File: config.mk
export PLATFORM = sky130hd
export DESIGN_NAME = core_decode
export DESIGN_NICKNAME = d
export VERILOG_FILES = /design/src/rtl/core_pkg.sv /design/src/rtl/core_regfile.sv /design/src/rtl/core_decode.sv
export SDC_FILE = /design/constraint.sdc
export NUM_CORES = 1
export LEC_CHECK = 0
export CAP_MARGIN = 10
export CORE_MARGIN = 1
export CORE_UTILIZATION = 61
export CTS_CLUSTER_DIAMETER = 150
export CTS_CLUSTER_SIZE = 24
export DETAILED_ROUTE_END_ITERATION = 7
export HOLD_SLACK_MARGIN = 0.12
export PLACE_DENSITY = 0.91
export RECOVER_POWER = 25
export SYNTH_ARGS = -nofsm -noshare
export SYNTH_HDL_FRONTEND = slang
export SYNTH_SLANG_ARGS = --single-unit
File: constraint.sdc
create_clock -name clk_i -period 4.17 [get_ports clk_i]
set_input_delay 0.834 -clock clk_i [delete_from_list [all_inputs] [get_ports clk_i]]
set_output_delay 0.834 -clock clk_i [all_outputs]
set_load 0.02 [all_outputs]
File: src/rtl/core_pkg.sv
// Shared types and constants for the TOY decode/operand-fetch stage.
package core_pkg;

   localparam int unsigned XLEN = 16;
   localparam int unsigned NREG = 16;

   localparam logic [3:0] OpHalt  = 4'h0;
   localparam logic [3:0] OpLa    = 4'h7;
   localparam logic [3:0] OpLd    = 4'h8;
   localparam logic [3:0] OpSt    = 4'h9;
   localparam logic [3:0] OpLdi   = 4'hA;
   localparam logic [3:0] OpSti   = 4'hB;
   localparam logic [3:0] OpBrz   = 4'hC;
   localparam logic [3:0] OpBrp   = 4'hD;
   localparam logic [3:0] OpJr    = 4'hE;
   localparam logic [3:0] OpJal   = 4'hF;

   typedef enum logic [2:0] {
      AluAdd, AluSub, AluAnd, AluXor, AluShl, AluShr, AluPassA, AluPassB
   } alu_op_e;

   typedef enum logic [2:0] {
      ClsAlu, ClsLoad, ClsStore, ClsBrz, ClsBrp, ClsJump, ClsHalt
   } class_e;

   typedef enum logic {StRun, StHalted} state_e;

   typedef struct packed {
      alu_op_e         alu_op;
      logic [XLEN-1:0] a;
      logic [XLEN-1:0] b;
      logic [XLEN-1:0] st_data;
      logic [3:0]      rd;
      logic            rd_we;
      class_e          cls;
      logic [7:0]      target;
   } bundle_t;

endpackage

File: src/rtl/core_regfile.sv
// 16x16 register file: three read ports, one write port, R0 hard-wired to zero,
// same-cycle write-to-read bypass.
module core_regfile
   import core_pkg::*;
(
   input  logic            clk_i,
   input  logic            rst_ni,
   input  logic            wb_en_i,
   input  logic [3:0]      wb_addr_i,
   input  logic [XLEN-1:0] wb_data_i,
   input  logic [3:0]      ra_addr_i,
   output logic [XLEN-1:0] ra_data_o,
   input  logic [3:0]      rb_addr_i,
   output logic [XLEN-1:0] rb_data_o,
   input  logic [3:0]      rc_addr_i,
   output logic [XLEN-1:0] rc_data_o
);

   logic [XLEN-1:0] mem_q [NREG];
   logic            wr_en;

   assign wr_en = wb_en_i && (wb_addr_i != 4'd0);

   always_ff @(posedge clk_i or negedge rst_ni) begin
      if (!rst_ni) begin
         for (int i = 0; i < int'(NREG); i++) mem_q[i] <= '0;
      end else if (wr_en) begin
         mem_q[wb_addr_i] <= wb_data_i;
      end
   end

   function automatic logic [XLEN-1:0] rd_port(input logic [3:0] addr,
                                               input logic [XLEN-1:0] stored);
      if (addr == 4'd0)                     return '0;
      else if (wr_en && wb_addr_i == addr)  return wb_data_i;
      else                                  return stored;
   endfunction

   assign ra_data_o = rd_port(ra_addr_i, mem_q[ra_addr_i]);
   assign rb_data_o = rd_port(rb_addr_i, mem_q[rb_addr_i]);
   assign rc_data_o = rd_port(rc_addr_i, mem_q[rc_addr_i]);

endmodule

File: src/rtl/core_decode.sv
// Decode/operand-fetch stage: decodes TOY instructions, reads operands, tracks
// in-flight writes in a scoreboard and issues a registered bundle to execute.
module core_decode
   import core_pkg::*;
(
   input  logic            clk_i,
   input  logic            rst_ni,
   input  logic            inst_valid_i,
   output logic            inst_ready_o,
   input  logic [15:0]     inst_i,
   input  logic [7:0]      pc_i,
   input  logic            wb_en_i,
   input  logic [3:0]      wb_addr_i,
   input  logic [XLEN-1:0] wb_data_i,
   output logic            issue_valid_o,
   input  logic            issue_ready_i,
   output logic [2:0]      alu_op_o,
   output logic [XLEN-1:0] a_o,
   output logic [XLEN-1:0] b_o,
   output logic [XLEN-1:0] st_data_o,
   output logic [3:0]      rd_o,
   output logic            rd_we_o,
   output logic [2:0]      class_o,
   output logic [7:0]      target_o,
   output logic            halted_o
);

   logic [3:0]      op, fd, fs, ft;
   logic [7:0]      addr, pc_inc;
   logic [XLEN-1:0] s_data, t_data, d_data;
   logic [NREG-1:0] pending_q, pending_d, wb_mask, pend_eff;
   state_e          state_q, state_d;
   bundle_t         bundle_q, bundle_d, dec;
   logic            valid_q, valid_d;
   logic            use_s, use_t, use_d, we_raw, hazard, accept;

   assign op     = inst_i[15:12];
   assign fd     = inst_i[11:8];
   assign fs     = inst_i[7:4];
   assign ft     = inst_i[3:0];
   assign addr   = inst_i[7:0];
   assign pc_inc = pc_i + 8'd1;

   core_regfile u_regfile (
      .clk_i     (clk_i),
      .rst_ni    (rst_ni),
      .wb_en_i   (wb_en_i),
      .wb_addr_i (wb_addr_i),
      .wb_data_i (wb_data_i),
      .ra_addr_i (fs),
      .ra_data_o (s_data),
      .rb_addr_i (ft),
      .rb_data_o (t_data),
      .rc_addr_i (fd),
      .rc_data_o (d_data)
   );

   always_comb begin
      dec    = '0;
      use_s  = 1'b0;
      use_t  = 1'b0;
      use_d  = 1'b0;
      we_raw = 1'b0;
      unique case (op)
         OpHalt: dec.cls = ClsHalt;
         4'h1, 4'h2, 4'h3, 4'h4, 4'h5, 4'h6: begin
            dec.alu_op = alu_op_e'(op[2:0] - 3'd1);
            dec.a      = s_data;
            dec.b      = t_data;
            use_s      = 1'b1;
            use_t      = 1'b1;
            we_raw     = 1'b1;
         end
         OpLa, OpLd: begin
            dec.alu_op = AluPassB;
            dec.b      = {8'h00, addr};
            dec.cls    = (op == OpLd) ? ClsLoad : ClsAlu;
            we_raw     = 1'b1;
         end
         OpSt: begin
            dec.alu_op  = AluPassB;
            dec.b       = {8'h00, addr};
            dec.st_data = d_data;
            dec.cls     = ClsStore;
            use_d       = 1'b1;
         end
         OpLdi: begin
            dec.alu_op = AluPassB;
            dec.b      = t_data;
            dec.cls    = ClsLoad;
            use_t      = 1'b1;
            we_raw     = 1'b1;
         end
         OpSti: begin
            dec.alu_op  = AluPassB;
            dec.b       = t_data;
            dec.st_data = d_data;
            dec.cls     = ClsStore;
            use_t       = 1'b1;
            use_d       = 1'b1;
         end
         OpBrz, OpBrp: begin
            dec.alu_op = AluPassA;
            dec.a      = d_data;
            dec.cls    = (op == OpBrz) ? ClsBrz : ClsBrp;
            dec.target = addr;
            use_d      = 1'b1;
         end
         OpJr: begin
            dec.alu_op = AluPassA;
            dec.a      = d_data;
            dec.cls    = ClsJump;
            dec.target = d_data[7:0];
            use_d      = 1'b1;
         end
         OpJal: begin
            dec.alu_op = AluPassA;
            dec.a      = {8'h00, pc_inc};
            dec.cls    = ClsJump;
            dec.target = addr;
            we_raw     = 1'b1;
         end
         default: ;
      endcase
      dec.rd_we = we_raw && (fd != 4'd0);
      dec.rd    = dec.rd_we ? fd : 4'd0;
   end

   // A register being written back this cycle no longer blocks the reader.
   assign wb_mask  = wb_en_i ? ({{(NREG-1){1'b0}}, 1'b1} << wb_addr_i) : '0;
   assign pend_eff = pending_q & ~wb_mask;

   assign hazard = inst_valid_i && ((use_s && pend_eff[fs]) || (use_t && pend_eff[ft]) ||
                                    (use_d && pend_eff[fd]) || (dec.rd_we && pend_eff[fd]));

   assign inst_ready_o = (state_q == StRun) && !hazard && (!valid_q || issue_ready_i);
   assign accept       = inst_valid_i && inst_ready_o;

   always_comb begin
      state_d   = state_q;
      valid_d   = valid_q;
      bundle_d  = bundle_q;
      pending_d = pend_eff;
      if (accept) begin
         valid_d  = 1'b1;
         bundle_d = dec;
         if (op == OpHalt) state_d = StHalted;
         if (dec.rd_we) pending_d[fd] = 1'b1;
      end else if (issue_ready_i) begin
         valid_d = 1'b0;
      end
   end

   always_ff @(posedge clk_i or negedge rst_ni) begin
      if (!rst_ni) begin
         state_q   <= StRun;
         valid_q   <= 1'b0;
         bundle_q  <= '0;
         pending_q <= '0;
      end else begin
         state_q   <= state_d;
         valid_q   <= valid_d;
         bundle_q  <= bundle_d;
         pending_q <= pending_d;
      end
   end

   assign issue_valid_o = valid_q;
   assign alu_op_o      = bundle_q.alu_op;
   assign a_o           = bundle_q.a;
   assign b_o           = bundle_q.b;
   assign st_data_o     = bundle_q.st_data;
   assign rd_o          = bundle_q.rd;
   assign rd_we_o       = bundle_q.rd_we;
   assign class_o       = bundle_q.cls;
   assign target_o      = bundle_q.target;
   assign halted_o      = (state_q == StHalted);

endmodule

==> impl_metrics.ini, run 1 <==
[synthesis]
synth.yosys.seq_area_share_pct = 41.5
yosysMostFrequentCell = dfrtp_1
synth_top_area_share_pct = 41.5
synthTopCellsByArea = dfrtp_1, mux4_2, mux2_2, mux2_4, clkbuf_1
synth.distinct_cells = 57
ys_seq_elements = 341
synth_edf_count = 0
syn-instance-count = 1425
synthesis.yosys.warnings = 0
synth.cell_area_sq_um = 20600
synthTopCellsByCount = dfrtp_1, mux2_2, mux4_2
syn_nets = 1480
synth_ff_type = dfrtp_1
synthDominantAreaCellType = dfrtp_1
postSynthAreaPerCell_sq_um = 14.4
synthArstFlopShare_pct = 100

[clocking]
clock_sink_count = 341
tritoncts_clock_tree = done
clk_pin_slew_worst_paths_ps = 100
numCtsBuffers = 18
postCtsHoldBufs = 0
ctsLongestPathBuffers = 3
clock_latency_ps = 560
clock-root-buffer = clkbuf_16
htreeDepth = 1

[setup_path]
cp_data_required_time_ps = 3340
crit_path_end_kind = primary output
timing.critical_path.cells = dlymetal6s2s_1 > or3b_1 > o21ai_4 > inv_2 > mux4_2 > o2111ai_2 > o31a_2 > nand3_1 > a21boi_1 > buf_4
library_cell_contributing_the_largest_single_delay_on_the_critical_path = mux4_2
ff2ff_path_depth = 9
timing_worst_setup_path_type = in2out
worst_ep_arrival_time_ps = 2990
max_stage_delay_ps = 500
critical_path.max_fanout = 4
kind_of_start_point_of_the_critical_path = primary input

[global_route]
maximum_number_of_pins_on_one_net_before_global_route_repair = 102
antenna_violations_before_repair = 1
globalRoute.totalOverflow = 0
grt_first_pass_wirelength_um = 91800
globalRouteTotalUtil_pct = 36.4
grt_pass1_vias = 15300

[pwr]
irDropWorstVdd_v = 0.000321
total_power_mw = 10.6
p_leak_nw = 9.54
power_density_nw_per_um2 = 454

[sta]
worst-slew-pin-transition_ps = 2720
report.final.slew_viol_count = 99
setup_violations = 0
timing.final.crit_period_ps = 3830
report.final.hold_viol_count = 0
maxSlewHeadroom_pct = -81.0
setup_ws_ps = 342
grt_setup_unrepaired = false
clock_skew_ps = 42.4
final_min_period_over_clock_period_pct = 91.8
maximum_frequency_from_static_timing_analysis_ghz = 0.261

[run]
max_cap_violations = 1

[floorplan]
fp-row-count = 66
fp.dieH_um = 186
fp.dieArea_sq_um = 34500
fp.dieW_um = 186
pin_count = 119
area_of_the_core_sq_um = 32900
start_util_pct = 62.6

[drt]
drcViolationCount = 0
drt-initial-drc-count = 1638
ant_nets = 0
detailedRoute.firstPassIterationCount = 5
number_of_vias_after_detailed_routing = 14400
wirelength_um = 59800
post_drt_wl_per_cell_um = 30.3
detailed_route_vias_per_instance = 7.29

[placed_design]
detailedPlace.worstSlack_ps = -462
routability_congestion = 0.930
dp.final_hpwl_um = 39400
dpl-instance-area_sq_um = 22800
dpl.cell_count = 1951
port-buffer-count = 118

[hold_path]
timing.hold.worst.class = reg2reg
worstHoldPathCells = 0

[run_status]
outcome = finished, violations left
failing_checks = max-capacitance violations, max-slew violations

[final_layout]
drive_gt1_share_pct = 48.0
flow.area_growth_from_synthesis_pct = 13.1
layout.nets = 1585
post_layout_nonfiller_instances = 1973
post-route-cell-area_sq_um = 23300
==> per-layer routing <==
metal  share of wire [%]  up-vias  GRT usage (%)
met3                 9.9      281           8.55
li1                    -     5749              -
met5                   0        -              0
met2                  47      983           57.9
met1                  36     7378           45.6
met4                 6.7        0           21.7
==> metrics by stage <==
step                      setup TNS, ps  utilization (%)  hold WS (ps)
after global placement             -427             69.2           392
after floorplan                       0                -           456
after CTS                             0             70.7           356
after global routing                  0             70.8           433
final                                 0             70.8           427
after detailed placement           -462             69.2           402
==> state kept, by name (all words and copies together), names as in the netlist <==
signal           count
class_o              3
halted_o             1
u_regfile.mem_q    256
pending_q           16
target_o             8
st_data_o           16
b_o                 16
rd_o                 4
issue_valid_o        1
a_o                 16
rd_we_o              1
alu_op_o             3
==> cells in the final DEF (no fill, tap or decap), drive strengths merged, types with 3 or more instances in the layout <==
master / instances
xor2: 3
mux2: 305
dlymetal6s2s: 5
nand3: 20
clkdlybuf4s50: 103
nand2: 40
clkbuf: 19
mux4: 242
nor2b: 10
inv: 15
o2111ai: 5
o221ai: 12
nand2b: 7
o21ai: 51
o211ai: 4
a21boi: 6
and3: 3
nor3: 3
o21bai: 5
mux2i: 34
dfrtp: 341
nor4: 3
xnor2: 16
o22ai: 12
a22oi: 24
o31ai: 3
nor2: 51
ha: 6
buf: 141
a21oi: 8
nand4: 8
==> path summary, 6_finish.rpt <==
path	from	endpoint	slack, ps
max	wb_addr_i[2]	inst_ready_o	340
min	u_regfile.mem_q[247]	u_regfile.mem_q[247]	430
max reg2reg	pending_q[13]	st_data_o[12]	1320
min reg2reg	u_regfile.mem_q[247]	u_regfile.mem_q[247]	430
max in group asynchronous	rst_ni	a_o[13]	1370
min in group asynchronous	rst_ni	u_regfile.mem_q[48]	1140
==> where the power goes <==
| part | switching (mW) | internal [mW] |
|---|---|---|
| sequential | 0.706 | 4.09 |
| clock | 1.11 | 0.798 |
| combinational | 1.58 | 2.28 |
==> critical path: cells and delay by family <==
kind,cells,cell delay [ps]
buffers and inverters,3,360
and+or+nand+nor,2,550
AOI/OAI and AO/OA,4,740
muxes,1,500
==> final cells by class <==
class / count / area, sq um
timing repair buffer: 250 / 2260
tap: 442 / 553
fill: 2085 / 9590
clock inverter: 2 / 36.3
clock buffer: 18 / 450
multi-input combinational: 905 / 11400
inverter: 14 / 52.6
sequential: 341 / 8530
antenna: 1 / 2.50
==> kinds of logic (layout without fill, tap and decap cells) <==
logic type | count (synthesis) | after routing | share of synthesized area (%)
simple gates | 156 | 156 | 3.60
buf+inv | 179 | 284 | 3.57
other cells | 0 | 1 | 0
compound gates | 143 | 143 | 4.67
flops | 341 | 341 | 41.5
mux | 581 | 581 | 45.5
fa+ha+maj | 6 | 6 | 0.365
xor+xnor | 19 | 19 | 0.808
==> repair_timing <==
item,in CTS,in global routing
buffers inserted,0,1
endpoints found under the setup margin,1,1
pin swaps,0,2
resized for setup,6,14
(Power assumes the default switching activity.)
==> inputs of run 2 (changes only) <==
Settings changed: CORE_ASPECT_RATIO set to 1.5, GPL_TIMING_DRIVEN set to 1.
==> run 2 against run 1 <==
Against the previous run: the run ends with design-rule violations, max-capacitance violations, max-slew violations left; clock-buffer cell count rose by 1; design area fell by 0.54%; sequential share of layout area rose by 0.20 points; global-route usage fell by 0.20 points; register-to-register slack improved by 160 ps; non-clock buffer count fell by 8; sequential cell count did not move; clock power barely moved; utilization fell by 1.4 points; fmax fell by 5.7%; first-iteration DRC count rose by 3.2%; setup slack got worse by 230 ps; largest cell class unchanged; highest routed layer unchanged.
==> impl_metrics.ini, run 2 (synthesis gave the netlist of run 1 again) <==
[run_status]
outcome = finished, violations left
failing_checks = design-rule violations, max-capacitance violations, max-slew violations

[setup_path]
ff2ff_setup_slack_ps = 1480
library_cell_contributing_the_largest_single_delay_on_the_critical_path = clkdlybuf4s50_1
timing.critical_path.cells = clkdlybuf4s50_1 > or3b_4 > o21ai_2 > inv_2 > mux4_2 > o2111ai_1 > o31a_2 > nand3_1 > a21boi_1 > buf_4
timing_worst_setup_path_type = in2out
critical_path.max_fanout = 3
ff2ff_path_depth = 9
critical-path-top-delay-family = buffers and inverters
crit_path_end_kind = primary output
worstSetupPathDepth = 10
cp_num_buf_inv = 3
cp_data_required_time_ps = 3340
worst_ep_arrival_time_ps = 3230
max_stage_delay_ps = 520
kind_of_start_point_of_the_critical_path = primary input

[floorplan]
area_of_the_core_sq_um = 33300
fp.dieArea_sq_um = 34500
start_util_pct = 61.7
fp.dieH_um = 227
fp-row-count = 82
fp.dieW_um = 152
pin_count = 119

[sta]
clock_skew_ps = 27.5
finalHoldWorstSlack_ps = 428
worst-slew-pin-transition_ps = 2240
report.final.slew_viol_count = 88
report.final.hold_viol_count = 0
maxSlewHeadroom_pct = -49.4
grt_setup_unrepaired = false
maximum_frequency_from_static_timing_analysis_ghz = 0.246
timing.setup.tns_ps = 0
timing.final.crit_period_ps = 4060
setup_violations = 0
final_min_period_over_clock_period_pct = 97.4

[placed_design]
dp.final_hpwl_um = 39000
port-buffer-count = 118
routability_congestion = 0.961
dpl-instance-area_sq_um = 22600

[drt]
drt-initial-drc-count = 1691
detailedRoute.firstPassIterationCount = 8
drcViolationCount = 40
number_of_vias_after_detailed_routing = 14600
post_drt_wl_per_cell_um = 31.2
wirelength_um = 60500
ant_nets = 0
detailed_route_vias_per_instance = 7.50

[clocking]
ctsLongestPathBuffers = 3
clk_pin_slew_worst_paths_ps = 90
clock_latency_ps = 540
clock_sink_count = 341
htreeDepth = 1
tritoncts_clock_tree = done
numCtsBuffers = 18
clock-root-buffer = clkbuf_16

[final_layout]
fillers = 2074
largest_register_ffs = 256
drive_gt1_share_pct = 47.9
layout.nets = 1577
top_register = u_regfile.mem_q
antenna_cells = 0
post-route-cell-area_sq_um = 23200
utilization_pct = 69.4
leading_cell_type_in_the_layout_fill_and_taps_excluded = dfrtp_1
layout.cells.most_common_list = dfrtp_1, mux2_2, mux4_2
flow.area_growth_from_synthesis_pct = 12.5

[pwr]
irDropWorstVdd_v = 0.000223
p_leak_nw = 9.45
power_density_nw_per_um2 = 456
total_power_mw = 10.5

[global_route]
globalRoute.totalOverflow = 0
antenna_violations_before_repair = 0
grt_pass1_vias = 15200
globalRouteTotalUtil_pct = 36.2
grt_first_pass_wirelength_um = 92500
maximum_number_of_pins_on_one_net_before_global_route_repair = 88

[hold_path]
worstHoldPathCells = 0
timing.hold.worst.class = reg2reg

[run]
max_cap_violations = 2
==> run 2: cell count changes in the layout (fill, tap and decap cells not counted), moves of 2 or more <==
cell	delta
buf_12	-3
clkdlybuf4s50_1	+3
o21ai_2	+3
o21ai_0	-2
buf_4	-8
clkbuf_4	+2
dlymetal6s2s_1	-4
==> run 2: stage by stage <==
step / setup slack, ps / instances
2_1_floorplan: 299 / 1425
3_5_place_dp: -546 / 1919
5_1_grt: 9.03 / 1942
6_report: 109 / 1942
4_1_cts: 57.7 / 1940
3_3_place_gp: -499 / 1919
==> run 2: path summary, 6_finish.rpt <==
path,end,start
setup / recovery,inst_ready_o,wb_en_i
setup reg to reg,st_data_o[14],pending_q[12]
hold reg to reg,u_regfile.mem_q[250],u_regfile.mem_q[250]
min in group asynchronous,rd_we_o,rst_ni
hold / removal,u_regfile.mem_q[250],u_regfile.mem_q[250]
max in group asynchronous,u_regfile.mem_q[212],rst_ni
==> run 2: area by class of cell <==
cell class,count,area (sq um),share of cell area [%]
clock buffer,19,475,2.05
tap,420,526,2.27
timing repair buffer,242,2140,9.26
sequential,341,8530,36.9
multi-input combinational,905,11400,49.2
clock inverter,1,20.0,0.0865
inverter,14,52.6,0.227
==> run 2: power by group <==
part	total (mW)	leakage, nW	switching (mW)	internal, mW
combinational	3.81	4.90	1.57	2.24
clock	1.93	0.244	1.10	0.831
sequential	4.80	4.30	0.714	4.09
total	10.5	9.45	3.38	7.16
==> run 2: repair_timing <==
item	4_1_cts	5_1_grt
pin swaps	1	2
hold buffers	0	0
buffers inserted	1	2
resized for setup	10	11
endpoints found under the setup margin	1	1
gates cloned	0	0
==> run 2: per-layer routing <==
layer  wire (um)  global-route usage, %  vias to the layer above
li1            -                      -                     5722
met1       19700                   42.6                     7452
met2       29900                   60.1                     1075
met3        6170                   6.82                      310
met4        4760                   26.9                        0
met5           0                      0                        -
==> inputs of run 3 (changes only) <==
Settings changed: CORE_UTILIZATION 61 to 66, PLACE_DENSITY 0.91 to 0.87.
Clock period 4.17 ns to 5 ns, I/O delays scaled along.
==> run 3 against run 2 <==
Against the previous run: the run ends with max-capacitance violations, max-slew violations left; via count shrank 3.4%; clock-buffer cell count unchanged; critical path depth rose by 1; clock skew is 11 ps lower; largest cell class unchanged; sequential cell count is the same.
==> impl_metrics.ini, run 3 (synthesis gave the netlist of run 1 again) <==
[run_status]
outcome = finished, violations left
failing_checks = max-capacitance violations, max-slew violations

[sta]
report.final.hold_viol_count = 0
report.final.slew_viol_count = 121
maxSlewHeadroom_pct = -108
clock_skew_ps = 16.7
timing.setup.tns_ps = 0
worst-slew-pin-transition_ps = 3120
maximum_frequency_from_static_timing_analysis_ghz = 0.221
grt_setup_unrepaired = false
setup_violations = 0
finalHoldWorstSlack_ps = 428
timing.final.crit_period_ps = 4530
final_min_period_over_clock_period_pct = 90.5

[setup_path]
timing_worst_setup_path_type = in2out
crit_path_end_kind = primary output
worst_ep_arrival_time_ps = 3530
critical_path.max_fanout = 6
cp_data_required_time_ps = 4000
kind_of_start_point_of_the_critical_path = primary input

[global_route]
antenna_violations_before_repair = 0
global_route.usage.met3_pct = 7.97
met1_layer_usage_reported_by_global_route_pct = 47.2
globalRouteTotalUtil_pct = 38.8
grt_first_pass_wirelength_um = 90600
globalRoute.totalOverflow = 0
globalRouteMet2Util_pct = 64.0
grt_pass1_vias = 14900
maximum_number_of_pins_on_one_net_before_global_route_repair = 122
grt-busiest-layer = met2

[final_layout]
drive_gt1_share_pct = 46.3
post_layout_nonfiller_instances = 1888
layout.cells.most_common_list = dfrtp_1, mux2_2, mux4_2
flow.area_growth_from_synthesis_pct = 11.0
layout.nets = 1540
top_register = u_regfile.mem_q
fillers = 1927
largest_register_ffs = 256
leading_cell_type_in_the_layout_fill_and_taps_excluded = dfrtp_1

[drt]
wirelength_um = 58800
detailedRoute.firstPassIterationCount = 5
post_drt_wl_per_cell_um = 31.2
ant_nets = 0
number_of_vias_after_detailed_routing = 14100
drcViolationCount = 0
detailed_route_vias_per_instance = 7.45
drt-initial-drc-count = 1556

[hold_path]
timing.hold.worst.class = reg2reg

[placed_design]
port-buffer-count = 118
dp.final_hpwl_um = 37900
dpl.cell_count = 1864
routability_congestion = 0.936

[pwr]
power_density_nw_per_um2 = 382
comb_power_share_pct = 36.0
irDropWorstVdd_v = 0.000357
clkPwrFrac_pct = 18.4
power.net_switching_mw = 2.77
cell_internal_pwr_mw = 5.96
power.switching_fraction_pct = 31.7
share_seq_of_total_power_pct = 45.6
p_leak_nw = 9.26

[clocking]
clock_sink_count = 341
clock_latency_ps = 530
htreeDepth = 1
postCtsHoldBufs = 0
clk_pin_slew_worst_paths_ps = 90
ctsLongestPathBuffers = 3
tritoncts_clock_tree = done
numCtsBuffers = 18
clock-root-buffer = clkbuf_16

[floorplan]
start_util_pct = 67.6
fp.dieW_um = 146
fp.dieArea_sq_um = 31900
area_of_the_core_sq_um = 30400
fp.dieH_um = 218
pin_count = 119
fp-row-count = 78

[run]
max_cap_violations = 1
## run 3: worst max-delay path, cell delays in order
cell             delay [ps]
clkdlybuf4s50_1         490
buf_4                   200
nand3b_1                290
o21ai_0                 290
buf_4                   160
mux2i_1                  60
a2bb2oi_1               280
a31o_2                  220
nand3_1                  90
a21boi_0                190
dlymetal6s2s_1          250
## run 3: power by group through the flow
stage               combinational, mW  clock [mW]  sequential (mW)
floorplan                        1.95           0             4.05
global placement                 3.04           0             3.92
detailed placement               3.13           0             4.01
CTS                              3.15        1.62             3.96
global route                     3.31        1.71             4.06
finish                           3.14        1.61             3.98
## run 3: what timing repair did
item / CTS / global route
endpoints found under the setup margin: 0 / 1
gates resized for setup: 0 / 5
buffers inserted: 0 / 0
endpoints found under the hold margin: 0 / 0
## run 3: layout make-up
cell class / instances / area (sq um) / area share [%]
Sequential cell: 341 / 8530 / 37.3
Tap cell: 400 / 500 / 2.19
Clock buffer: 19 / 475 / 2.08
Inverter: 14 / 52.6 / 0.230
Timing Repair Buffer: 205 / 1870 / 8.16
Clock inverter: 1 / 20.0 / 0.0876
Antenna cell: 3 / 7.51 / 0.0329
Multi-Input combinational cell: 905 / 11400 / 49.9
## run 3: path summary, 6_finish.rpt
path,cells after the start,slack [ps],startpoint,end
min in group asynchronous,1,1480,rst_ni,b_o[1]
setup / recovery,11,470,wb_addr_i[3],inst_ready_o
hold / removal,0,430,u_regfile.mem_q[245],u_regfile.mem_q[245]
hold reg to reg,0,430,u_regfile.mem_q[245],u_regfile.mem_q[245]
setup reg to reg,9,2180,pending_q[12],b_o[1]
max in group asynchronous,2,1000,rst_ni,a_o[10]
## run 3: per-stage QoR
| stage | cell area (sq um) | setup WS, ps | utilization [%] | power [mW] |
|---|---|---|---|---|
| floorplan | 20600 | 797 | - | 6.00 |
| global placement | 22300 | 56.2 | 73.4 | 6.96 |
| detailed placement | 22300 | 43.2 | 73.4 | 7.13 |
| CTS | 22800 | 25.8 | 75.0 | 8.73 |
| global route | 22800 | 296 | 75.0 | 9.09 |
| finish | 22800 | 473 | 75.0 | 8.73 |
## run 3: per-layer routing
metal	wire (um)	vias up	share of wire, %
li1	-	5656	-
met1	20000	7299	34
met2	29500	875	50
met3	5520	241	9.4
met4	3810	0	6.5
met5	0	-	0
